--- src/rtl/trans_pop_arb.sv ---
// rtl/trans_pop_arb.sv - round-robin pop arbiter merging four show-ahead queues
module trans_pop_arb #(
    parameter int DATA_SIZE = 12,
    parameter int CONT_SIZE = 5
) (
    input  logic                 clk,
    input  logic                 reset_L,
    input  logic                 init,
    input  logic [3:0]           empty,
    input  logic [DATA_SIZE-1:0] data_in0,
    input  logic [DATA_SIZE-1:0] data_in1,
    input  logic [DATA_SIZE-1:0] data_in2,
    input  logic [DATA_SIZE-1:0] data_in3,
    output logic                 pop0,
    output logic                 pop1,
    output logic                 pop2,
    output logic                 pop3,
    input  logic                 out_ready,
    output logic [DATA_SIZE-1:0] data_out,
    output logic [1:0]           src_out,
    output logic                 valid_out,
    input  logic                 req,
    input  logic [2:0]           idx,
    output logic [CONT_SIZE-1:0] data_out_cont,
    output logic                 valid_cont
);

    typedef enum logic [1:0] {INIT, IDLE, ACTIVE} state_t;

    state_t               state;
    logic [1:0]           last;
    logic [CONT_SIZE-1:0] count [4];

    logic                 slot_free;
    logic                 any_ready;
    logic                 found;
    logic [1:0]           grant;
    logic [1:0]           cand;
    logic [DATA_SIZE-1:0] grant_data;
    logic [3:0]           pop;

    assign any_ready = (empty != 4'b1111);
    assign slot_free = (!valid_out || out_ready) && (state != INIT) && !init;

    // Search starts one past the last served queue; offset 4 wraps back to last itself.
    always_comb begin
        found = 1'b0;
        grant = last;
        cand  = last;
        for (int k = 1; k <= 4; k++) begin
            cand = last + 2'(k);
            if (!found && !empty[cand]) begin
                found = 1'b1;
                grant = cand;
            end
        end
    end

    always_comb begin
        grant_data = data_in0;
        case (grant)
            2'd0: grant_data = data_in0;
            2'd1: grant_data = data_in1;
            2'd2: grant_data = data_in2;
            2'd3: grant_data = data_in3;
            default: grant_data = data_in0;
        endcase
    end

    assign pop  = (slot_free && found) ? (4'b0001 << grant) : 4'b0000;
    assign pop0 = pop[0];
    assign pop1 = pop[1];
    assign pop2 = pop[2];
    assign pop3 = pop[3];

    always_ff @(posedge clk or negedge reset_L) begin
        if (!reset_L) begin
            state         <= INIT;
            last          <= 2'd3;
            data_out      <= '0;
            src_out       <= 2'd0;
            valid_out     <= 1'b0;
            data_out_cont <= '0;
            valid_cont    <= 1'b0;
            for (int i = 0; i < 4; i++) count[i] <= '0;
        end else begin
            // Reads see the count before any increment made at this same edge.
            if (req && (idx <= 3'd3)) begin
                data_out_cont <= count[idx[1:0]];
                valid_cont    <= 1'b1;
            end else begin
                data_out_cont <= '0;
                valid_cont    <= 1'b0;
            end

            if (init) begin
                state     <= INIT;
                last      <= 2'd3;
                valid_out <= 1'b0;
                for (int i = 0; i < 4; i++) count[i] <= '0;
            end else begin
                case (state)
                    INIT: begin
                        last      <= 2'd3;
                        valid_out <= 1'b0;
                        for (int i = 0; i < 4; i++) count[i] <= '0;
                        state     <= IDLE;
                    end
                    default: begin
                        if (slot_free) begin
                            if (found) begin
                                data_out     <= grant_data;
                                src_out      <= grant;
                                valid_out    <= 1'b1;
                                last         <= grant;
                                count[grant] <= count[grant] + 1'b1;
                            end else begin
                                valid_out <= 1'b0;
                            end
                        end
                        if (state == IDLE && any_ready)
                            state <= ACTIVE;
                        else if (state == ACTIVE && !any_ready && (!valid_out || out_ready))
                            state <= IDLE;
                    end
                endcase
            end
        end
    end

endmodule

--- config.mk ---
export PLATFORM = sky130hd
export DESIGN_NAME = trans_pop_arb
export DESIGN_NICKNAME = d
export VERILOG_FILES = /design/src/rtl/trans_pop_arb.sv
export SDC_FILE = /design/constraint.sdc
export NUM_CORES = 1
export LEC_CHECK = 0
export BUFFER_PORTS_ARGS = -buffer_cell sky130_fd_sc_hd__buf_4
export CAP_MARGIN = 20
export CORE_MARGIN = 2
export CORE_UTILIZATION = 46
export CTS_CLUSTER_DIAMETER = 80
export DETAILED_ROUTE_END_ITERATION = 7
export GPL_ROUTABILITY_DRIVEN = 0
export MAX_ROUTING_LAYER = met4
export PLACE_DENSITY = 0.74
export SLEW_MARGIN = 5
export SYNTH_ARGS = -nofsm -noshare
export SYNTH_HDL_FRONTEND = slang
export SYNTH_SLANG_ARGS = --single-unit
--- constraint.sdc ---
create_clock -name clk -period 2.65 [get_ports clk]
set_input_delay 0.1325 -clock clk [delete_from_list [all_inputs] [get_ports clk]]
set_output_delay 0.1325 -clock clk [all_outputs]
set_load 0.02 [all_outputs]
==> impl_metrics.prom, run 1 <==
# TYPE chip_impl_metric gauge
chip_impl_info{name="outcome",value="completed"} 1
chip_impl_metric{name="synth.cell_area",unit="mm^2"} 0.00258
chip_impl_metric{name="grt_start_max_net_pins",unit=""} 46
chip_impl_metric{name="die-area",unit="mm^2"} 0.00623
chip_impl_info{name="clock-root-buffer",value="sky130_fd_sc_hd__clkbuf_8"} 1
chip_impl_metric{name="stdcell_count",unit=""} 436
chip_impl_metric{name="rr_worst_depth",unit=""} 9
chip_impl_info{name="cp_startpoint_kind",value="flip-flop"} 1
chip_impl_metric{name="vdd_ir_drop_max",unit="V"} 0.000391
chip_impl_metric{name="antenna_found_initial",unit=""} 0
chip_impl_metric{name="power.leakage",unit="nW"} 1.64
chip_impl_metric{name="design.core.area",unit="mm^2"} 0.00547
chip_impl_metric{name="final_net_count",unit=""} 424
chip_impl_metric{name="report.final.setup_viol",unit=""} 0
chip_impl_metric{name="track_usage",unit="%"} 24.1
chip_impl_info{name="layout.cells.most_common_list",value="sky130_fd_sc_hd__buf_4, sky130_fd_sc_hd__nand2_1, sky130_fd_sc_hd__dfrtp_1"} 1
chip_impl_info{name="synthDominantAreaCellType",value="sky130_fd_sc_hd__dfrtp_1"} 1
chip_impl_metric{name="met1_length",unit="mm"} 3.06
chip_impl_info{name="tritoncts",value="yes"} 1
chip_impl_metric{name="cp_num_buf_inv",unit=""} 0
chip_impl_metric{name="drc",unit=""} 0
chip_impl_metric{name="clockBufferDepth",unit=""} 2
chip_impl_metric{name="synth_seq_area_share",unit="%"} 43.7
chip_impl_metric{name="ant_nets",unit=""} 0
chip_impl_metric{name="synth_largest_type_area_fraction",unit="%"} 41.6
chip_impl_metric{name="synth-edff-count",unit=""} 0
chip_impl_metric{name="crit_path_max_incr_delay",unit="ns"} 0.58
chip_impl_info{name="critical-path-slowest-cell",value="sky130_fd_sc_hd__dfstp_2"} 1
chip_impl_metric{name="power.density",unit="mW/mm^2"} 613
chip_impl_info{name="timing.critical_path.cells",value="nor2_1 -> o21ai_4 -> nand3_4 -> mux4_1 -> ha_1 -> nand3_2 -> a311oi_1 -> xnor2_1 -> nor2_1"} 1
chip_impl_metric{name="critPathRequiredTime",unit="ns"} 2.81
chip_impl_metric{name="crit_path_max_fanout",unit=""} 6
chip_impl_metric{name="fin_worst_skew",unit="ns"} 0.00236
chip_impl_metric{name="die_width",unit="um"} 78.9
chip_impl_metric{name="layout-drive-gt1-share",unit="%"} 32.7
chip_impl_metric{name="yosys_register_bits",unit=""} 45
chip_impl_metric{name="max_freq",unit="MHz"} 391
chip_impl_metric{name="finalInstanceArea",unit="mm^2"} 0.00347
chip_impl_metric{name="detailroute.via_count",unit=""} 2468
chip_impl_metric{name="met2_wirelength",unit="mm"} 3.53
chip_impl_metric{name="area_growth",unit="%"} 34.3
chip_impl_metric{name="timing.max_slew.rel_slack",unit="%"} 39.8
chip_impl_info{name="hold_path_startpoint",value="req"} 1
chip_impl_metric{name="total_number_of_yosys_warnings",unit=""} 0
chip_impl_metric{name="shortest_clock_period_the_worst_path_allows_after_layout",unit="ns"} 2.56
chip_impl_metric{name="initial_core_util",unit="%"} 47.2
chip_impl_info{name="critical-path-top-delay-family",value="compound AO/OA/AOI/OAI gates"} 1
chip_impl_info{name="hold_end",value="valid_cont$_DFF_PN0_"} 1
chip_impl_info{name="layout.cells.most_common",value="sky130_fd_sc_hd__buf_4"} 1
chip_impl_metric{name="avgSynthCellArea",unit="um^2"} 9.29
chip_impl_metric{name="diodes_inserted",unit=""} 0
chip_impl_metric{name="hold-path-cell-count",unit=""} 3
chip_impl_metric{name="first_global_vias",unit=""} 2262
chip_impl_metric{name="number_of_buffers_created_by_cts",unit=""} 5
chip_impl_metric{name="postSynthNetCount",unit=""} 339
chip_impl_metric{name="cts.reportedPaths.clkPinSlew",unit="ns"} 0.08
chip_impl_metric{name="max_slew.worst_pin.slew",unit="ns"} 0.900
chip_impl_info{name="post_synth_main_area_contributors",value="sky130_fd_sc_hd__dfrtp_1, sky130_fd_sc_hd__nand2_1, sky130_fd_sc_hd__o31ai_1"} 1
chip_impl_metric{name="finalMaxSlewViolations",unit=""} 0
chip_impl_metric{name="globalRoute.totalOverflow",unit=""} 0
chip_impl_metric{name="dp_cells",unit=""} 423
chip_impl_metric{name="synthArstFlopShare",unit="%"} 100
chip_impl_metric{name="htreeDepth",unit=""} 2
chip_impl_metric{name="detailed_place.area",unit="mm^2"} 0.00328
chip_impl_metric{name="synthCells",unit=""} 278
chip_impl_metric{name="placementRows",unit=""} 27
chip_impl_info{name="crit_path_top_cell_by_count",value="sky130_fd_sc_hd__nor2_1"} 1
chip_impl_metric{name="fin_crit_sh",unit="%"} 96.4
chip_impl_metric{name="arrival",unit="ns"} 2.72
chip_impl_metric{name="timing.max_cap.violations",unit=""} 0
chip_impl_info{name="min-delay-path-class",value="in2reg"} 1
chip_impl_info{name="dr.max_layer_used",value="met4"} 1
chip_impl_metric{name="worstSkewPairLatency",unit="ns"} 0.30
chip_impl_metric{name="route.detailed.wl_per_inst",unit="um"} 16.5
chip_impl_metric{name="fp.dieH",unit="um"} 78.9
chip_impl_metric{name="route.detailed.vias_per_inst",unit=""} 5.66
chip_impl_metric{name="router_iterations_before_antenna_repair",unit=""} 4
chip_impl_metric{name="ys_types",unit=""} 50
chip_impl_info{name="setup.worst_path.class",value="reg2reg"} 1
chip_impl_info{name="crit-reg2reg-launch",value="last[0]$_DFFE_PN1P_"} 1
chip_impl_metric{name="detailedRoute.firstIterationViolations",unit=""} 166
chip_impl_metric{name="io_buffers",unit=""} 84
chip_impl_metric{name="fin_util",unit="%"} 63.4
chip_impl_info{name="cp_endpoint_kind",value="flip-flop"} 1
chip_impl_metric{name="detailed_place_hpwl",unit="mm"} 5.00
chip_impl_metric{name="drt-total-wl",unit="mm"} 7.18
chip_impl_metric{name="io_pins",unit=""} 85
chip_impl_metric{name="met3WireLength",unit="um"} 485
chip_impl_info{name="ys_dominant_reg_cell",value="sky130_fd_sc_hd__dfrtp_1"} 1
chip_impl_info{name="timing.rr.end",value="count[2]$_DFFE_PN0P_"} 1
chip_impl_metric{name="cts_num_sinks",unit=""} 45
chip_impl_metric{name="report.final.hold_viol_count",unit=""} 0
chip_impl_metric{name="r2r_setup_slack",unit="ns"} 0.09
chip_impl_metric{name="grt_first_pass_wirelength",unit="mm"} 11.3
-- stage by stage --
stage	power (mW)	TNS, ns	hold WS (ns)	setup WS, ns
after floorplan	1.27	0	-0.163	0.00333
after global placement	1.57	-0.00265	0.172	-0.00265
after detailed placement	1.58	-0.0906	0.169	-0.0906
after CTS	2.13	0	0.146	0.0315
after global routing	2.25	-0.0101	0.166	-0.00689
final	2.13	0	0.143	0.0941
-- timing repair --
| action | 4_1_cts | 5_1_grt |
|---|---|---|
| pin swaps | 1 | 2 |
| buffers inserted | 0 | 3 |
| gates resized for setup | 1 | 4 |
| hold endpoints to repair | 44 | 0 |
| setup endpoints to repair | 1 | 7 |
| cloned | 0 | 0 |
| hold buffers | 2 | 0 |
-- worst max-delay path by stage --
| stage | cells after the start | endpoint | startpoint | slack [ns] |
|---|---|---|---|---|
| floorplan | 10 | count[14]$_DFFE_PN0P_ | last[0]$_DFFE_PN1P_ | 0.003 |
| global placement | 9 | count[14]$_DFFE_PN0P_ | last[0]$_DFFE_PN1P_ | -0.003 |
| detailed placement | 9 | count[14]$_DFFE_PN0P_ | last[0]$_DFFE_PN1P_ | -0.09 |
| CTS | 9 | count[14]$_DFFE_PN0P_ | last[0]$_DFFE_PN1P_ | 0.03 |
| global route | 9 | count[2]$_DFFE_PN0P_ | last[0]$_DFFE_PN1P_ | -0.007 |
| finish | 9 | count[2]$_DFFE_PN0P_ | last[0]$_DFFE_PN1P_ | 0.09 |
-- area by class of cell --
cell class / count / area, um^2
clock buffer: 7 / 86.3
fill: 447 / 2000
sequential: 45 / 1130
inverter: 3 / 11.3
clock inverter: 1 / 30.0
tap: 72 / 90.1
timing repair buffer: 98 / 738
multi-input combinational: 210 / 1390
-- cells in the mapped netlist (2+ instances only) --
| cell type | instances |
|---|---|
| sky130_fd_sc_hd__nor2b_1 | 7 |
| sky130_fd_sc_hd__o22ai_1 | 12 |
| sky130_fd_sc_hd__xnor2_1 | 2 |
| sky130_fd_sc_hd__mux4_2 | 5 |
| sky130_fd_sc_hd__dfstp_2 | 2 |
| sky130_fd_sc_hd__a311oi_1 | 2 |
| sky130_fd_sc_hd__o21bai_1 | 2 |
| sky130_fd_sc_hd__mux4_1 | 2 |
| sky130_fd_sc_hd__inv_1 | 3 |
| sky130_fd_sc_hd__nand2_1 | 46 |
| sky130_fd_sc_hd__clkbuf_2 | 2 |
| sky130_fd_sc_hd__or4_1 | 5 |
| sky130_fd_sc_hd__a21oi_1 | 16 |
| sky130_fd_sc_hd__xor2_1 | 3 |
| sky130_fd_sc_hd__or3_1 | 4 |
| sky130_fd_sc_hd__buf_2 | 8 |
| sky130_fd_sc_hd__o211ai_1 | 2 |
| sky130_fd_sc_hd__nand2b_1 | 2 |
| sky130_fd_sc_hd__and3_1 | 14 |
| sky130_fd_sc_hd__dfrtp_1 | 43 |
| sky130_fd_sc_hd__nor3_1 | 2 |
| sky130_fd_sc_hd__nand3_1 | 13 |
| sky130_fd_sc_hd__o31ai_1 | 18 |
| sky130_fd_sc_hd__clkbuf_1 | 9 |
| sky130_fd_sc_hd__nor2_1 | 19 |
| sky130_fd_sc_hd__o21ai_0 | 10 |
| sky130_fd_sc_hd__mux2i_1 | 2 |
-- logic make-up (layout without fill, tap and decap cells) --
kind of cell	after synthesis	after routing	synth area share [%]
AND/OR/NAND/NOR	121	121	23.2
buffers and inverters	23	109	3.97
adder cells (fa/ha/maj)	1	1	0.484
AO/OA/AOI/OAI	72	72	18.5
flip-flops	45	45	43.7
multiplexers	11	11	8.47
XOR/XNOR	5	5	1.70
-- power breakdown --
group	internal (mW)	switching, mW	total (mW)
clock network	0.308	0.238	0.545
registers	0.785	0.0579	0.843
logic	0.319	0.419	0.737
total	1.41	0.715	2.13
-- tightest hold or removal path, cell delays in order --
cell	delay [ns]
sky130_fd_sc_hd__buf_4	0.07
sky130_fd_sc_hd__nand2b_1	0.13
sky130_fd_sc_hd__inv_1	0.08
-- registers in the layout, summed over array words and instances (netlist names) --
name and flops:
last 2, data_out 12, data_out_cont 5, src_out 2
valid_out 1, state 2, count 20, valid_cont 1
-- metal layers --
layer  GRT usage (%)  vias up
met5               -        -
met4            8.28        0
met3            6.14        9
met2            36.6       75
met1            31.7     1195
li1                -     1189
Power figures use the tool's default switching activity.
==> run 2, diff against run 1 <==
==> constraint.sdc (replaced) <==
create_clock -name clk -period 2.65 [get_ports clk]
set_input_delay 0.3975 -clock clk [delete_from_list [all_inputs] [get_ports clk]]
set_output_delay 0.3975 -clock clk [all_outputs]
set_load 0.02 [all_outputs]
==> run 2 against run 1 <==
  * Total power shrank 5.9%
  * Utilization shrank 1.1 points
  * Cell area fell by 1.7%
  * Sequential share of layout area grew 0.55 points
  * Routed wire length down 4.8%
  * Cell count decreased by 0.23%
  * Largest cell class unchanged
  * First-iteration DRC count is 19% higher
==> impl_metrics.prom, run 2 (synthesis gave the netlist of run 1 again) <==
# TYPE chip_impl_metric gauge
chip_impl_info{name="clock-root-buffer",value="sky130_fd_sc_hd__clkbuf_8"} 1
chip_impl_info{name="setup.worst_path.start",value="last[0]$_DFFE_PN1P_"} 1
chip_impl_metric{name="clockBufferDepth",unit=""} 2
chip_impl_info{name="biggestRegsByFlops",value="count: 20 flops, data_out: 12 flops, data_out_cont: 5 flops"} 1
chip_impl_metric{name="track_usage",unit="%"} 22.7
chip_impl_metric{name="detailedRoute.firstIterationViolations",unit=""} 197
chip_impl_metric{name="io_pins",unit=""} 85
chip_impl_info{name="layout.cells.most_common",value="sky130_fd_sc_hd__buf_4"} 1
chip_impl_metric{name="power.leakage",unit="nW"} 1.62
chip_impl_metric{name="route.detailed.vias_per_inst",unit=""} 5.66
chip_impl_info{name="grt.busiest_layer",value="met2"} 1
chip_impl_info{name="crit_end",value="count[12]$_DFFE_PN0P_"} 1
chip_impl_info{name="layout.cells.most_common_list",value="sky130_fd_sc_hd__buf_4, sky130_fd_sc_hd__nand2_1, sky130_fd_sc_hd__dfrtp_1"} 1
chip_impl_metric{name="drc",unit=""} 0
chip_impl_metric{name="initial_core_util",unit="%"} 47.2
chip_impl_metric{name="critPathRequiredTime",unit="ns"} 2.84
chip_impl_metric{name="drt-total-wl",unit="mm"} 6.83
chip_impl_metric{name="io_buffers",unit=""} 84
chip_impl_metric{name="detailroute.via_count",unit=""} 2462
chip_impl_metric{name="report.final.hold_viol_count",unit=""} 0
chip_impl_metric{name="die-area",unit="mm^2"} 0.00623
chip_impl_metric{name="finalInstanceArea",unit="mm^2"} 0.00341
chip_impl_metric{name="timing.max_cap.violations",unit=""} 0
chip_impl_metric{name="cts_hold_buf",unit=""} 0
chip_impl_metric{name="router_iterations_before_antenna_repair",unit=""} 5
chip_impl_metric{name="largest_register_ffs",unit=""} 20
chip_impl_metric{name="worstSkewPairLatency",unit="ns"} 0.30
chip_impl_metric{name="grt_util_met2",unit="%"} 33.6
chip_impl_metric{name="number_of_buffers_created_by_cts",unit=""} 5
chip_impl_info{name="crit-reg2reg-launch",value="last[0]$_DFFE_PN1P_"} 1
chip_impl_metric{name="r2r_setup_slack",unit="ns"} 0.09
chip_impl_metric{name="layout-drive-gt1-share",unit="%"} 32.8
chip_impl_metric{name="htreeDepth",unit=""} 2
chip_impl_metric{name="fin_util",unit="%"} 62.4
chip_impl_metric{name="final_net_count",unit=""} 423
chip_impl_metric{name="arrival",unit="ns"} 2.75
chip_impl_metric{name="dp_cells",unit=""} 425
chip_impl_metric{name="timing.max_slew.rel_slack",unit="%"} 35.5
chip_impl_metric{name="placementRows",unit=""} 27
chip_impl_info{name="outcome",value="completed"} 1
chip_impl_metric{name="global_routing_usage_on_met1",unit="%"} 32.9
chip_impl_metric{name="cts_num_sinks",unit=""} 45
chip_impl_metric{name="die_width",unit="um"} 78.9
chip_impl_metric{name="crit_path_max_fanout",unit=""} 7
chip_impl_info{name="timing.rr.end",value="count[12]$_DFFE_PN0P_"} 1
chip_impl_metric{name="first_global_vias",unit=""} 2102
chip_impl_metric{name="grt_first_pass_wirelength",unit="mm"} 10.7
chip_impl_metric{name="multiInputGateArea",unit="mm^2"} 0.00136
chip_impl_metric{name="fin_crit_sh",unit="%"} 96.7
chip_impl_metric{name="route.detailed.wl_per_inst",unit="um"} 15.7
chip_impl_info{name="regMostFlops",value="count"} 1
chip_impl_metric{name="stdcell_count",unit=""} 435
chip_impl_metric{name="detailed_place_hpwl",unit="mm"} 5.01
chip_impl_metric{name="layout.area.seq",unit="mm^2"} 0.00113
chip_impl_metric{name="cts.reportedPaths.clkPinSlew",unit="ns"} 0.09
chip_impl_info{name="tritoncts",value="yes"} 1
chip_impl_metric{name="detailed_place.area",unit="mm^2"} 0.00330
chip_impl_metric{name="report.final.setup_viol",unit=""} 0
chip_impl_metric{name="antenna_found_initial",unit=""} 0
chip_impl_info{name="cp_endpoint_kind",value="flip-flop"} 1
chip_impl_metric{name="grt_start_max_net_pins",unit=""} 46
chip_impl_info{name="min-delay-path-class",value="in2async"} 1
chip_impl_metric{name="finalMaxSlewViolations",unit=""} 0
chip_impl_metric{name="fp.dieH",unit="um"} 78.9
chip_impl_metric{name="diodes_inserted",unit=""} 0
chip_impl_metric{name="max_slew.worst_pin.slew",unit="ns"} 0.961
chip_impl_metric{name="grt_use_met3",unit="%"} 4.09
chip_impl_info{name="cp_startpoint_kind",value="flip-flop"} 1
chip_impl_metric{name="fill_cells",unit=""} 473
chip_impl_metric{name="rr_worst_depth",unit=""} 10
chip_impl_metric{name="ant_nets",unit=""} 0
chip_impl_info{name="setup.worst_path.class",value="reg2reg"} 1
chip_impl_metric{name="fin_worst_skew",unit="ns"} 0.00351
chip_impl_metric{name="power.density",unit="mW/mm^2"} 586
chip_impl_metric{name="area_growth",unit="%"} 32.1
chip_impl_metric{name="globalRoute.totalOverflow",unit=""} 0
chip_impl_metric{name="max_freq",unit="MHz"} 390
chip_impl_metric{name="shortest_clock_period_the_worst_path_allows_after_layout",unit="ns"} 2.56
chip_impl_metric{name="vdd_ir_drop_max",unit="V"} 0.000446
chip_impl_metric{name="design.core.area",unit="mm^2"} 0.00547
-- run 2: stage by stage --
stage	hold slack, ns	power (mW)	worst slack (ns)	TNS [ns]
global placement	0.435	1.57	0.0373	0
floorplan	0.102	1.27	0.00333	0
detailed placement	0.433	1.59	-0.0357	-0.0357
global route	0.123	2.13	-0.0369	-0.0694
CTS	0.109	2.00	0.0410	0
finish	0.0806	2.00	0.0876	0
-- run 2: cell type report --
class | instances | area share (%)
Multi-Input combinational cell | 210 | 39.9
Sequential cell | 45 | 33.1
Timing Repair Buffer | 97 | 21.5
Tap cell | 72 | 2.64
Clock buffer | 6 | 2.13
Clock inverter | 2 | 0.440
Inverter | 3 | 0.330
-- run 2: timing repair --
| action | in CTS | in global routing |
|---|---|---|
| pin swaps | 0 | 1 |
| setup buffers | 0 | 2 |
| setup endpoints to repair | 1 | 9 |
| gates resized for setup | 1 | 2 |
-- run 2: worst min-delay path by stage --
stage,startpoint,end,slack (ns),cells after the start
2_1_floorplan,reset_L,count[0]$_DFFE_PN0P_,0.10,0
3_3_place_gp,reset_L,count[8]$_DFFE_PN0P_,0.43,1
3_5_place_dp,reset_L,count[7]$_DFFE_PN0P_,0.43,1
4_1_cts,reset_L,count[7]$_DFFE_PN0P_,0.11,1
5_1_grt,reset_L,valid_out$_DFFE_PN0N_,0.12,1
6_report,reset_L,count[3]$_DFFE_PN0P_,0.08,1
-- run 2: layer usage --
| layer | wire length [um] | vias to the layer above |
|---|---|---|
| met5 | 0 | - |
| met4 | 52 | 0 |
| met3 | 382 | 4 |
| met2 | 3480 | 75 |
| met1 | 2920 | 1193 |
| li1 | - | 1190 |
-- run 2: worst max-delay path, cell delays in order, from the launching register on --
cell,delay (ns)
sky130_fd_sc_hd__dfstp_2,0.59
sky130_fd_sc_hd__nor2_1,0.08
sky130_fd_sc_hd__o21bai_1,0.21
sky130_fd_sc_hd__nand3_2,0.17
sky130_fd_sc_hd__mux4_1,0.37
sky130_fd_sc_hd__ha_1,0.16
sky130_fd_sc_hd__nand3_1,0.17
sky130_fd_sc_hd__a311oi_2,0.35
sky130_fd_sc_hd__buf_4,0.18
sky130_fd_sc_hd__xnor2_1,0.11
sky130_fd_sc_hd__nor2_1,0.06
-- run 2: report_power, final --
group	leakage (nW)	switching, mW	total [mW]	internal [mW]
sequential	0.594	0.0580	0.843	0.785
combinational	0.991	0.413	0.734	0.321
clock	0.0374	0.238	0.424	0.186
total	1.62	0.710	2.00	1.29
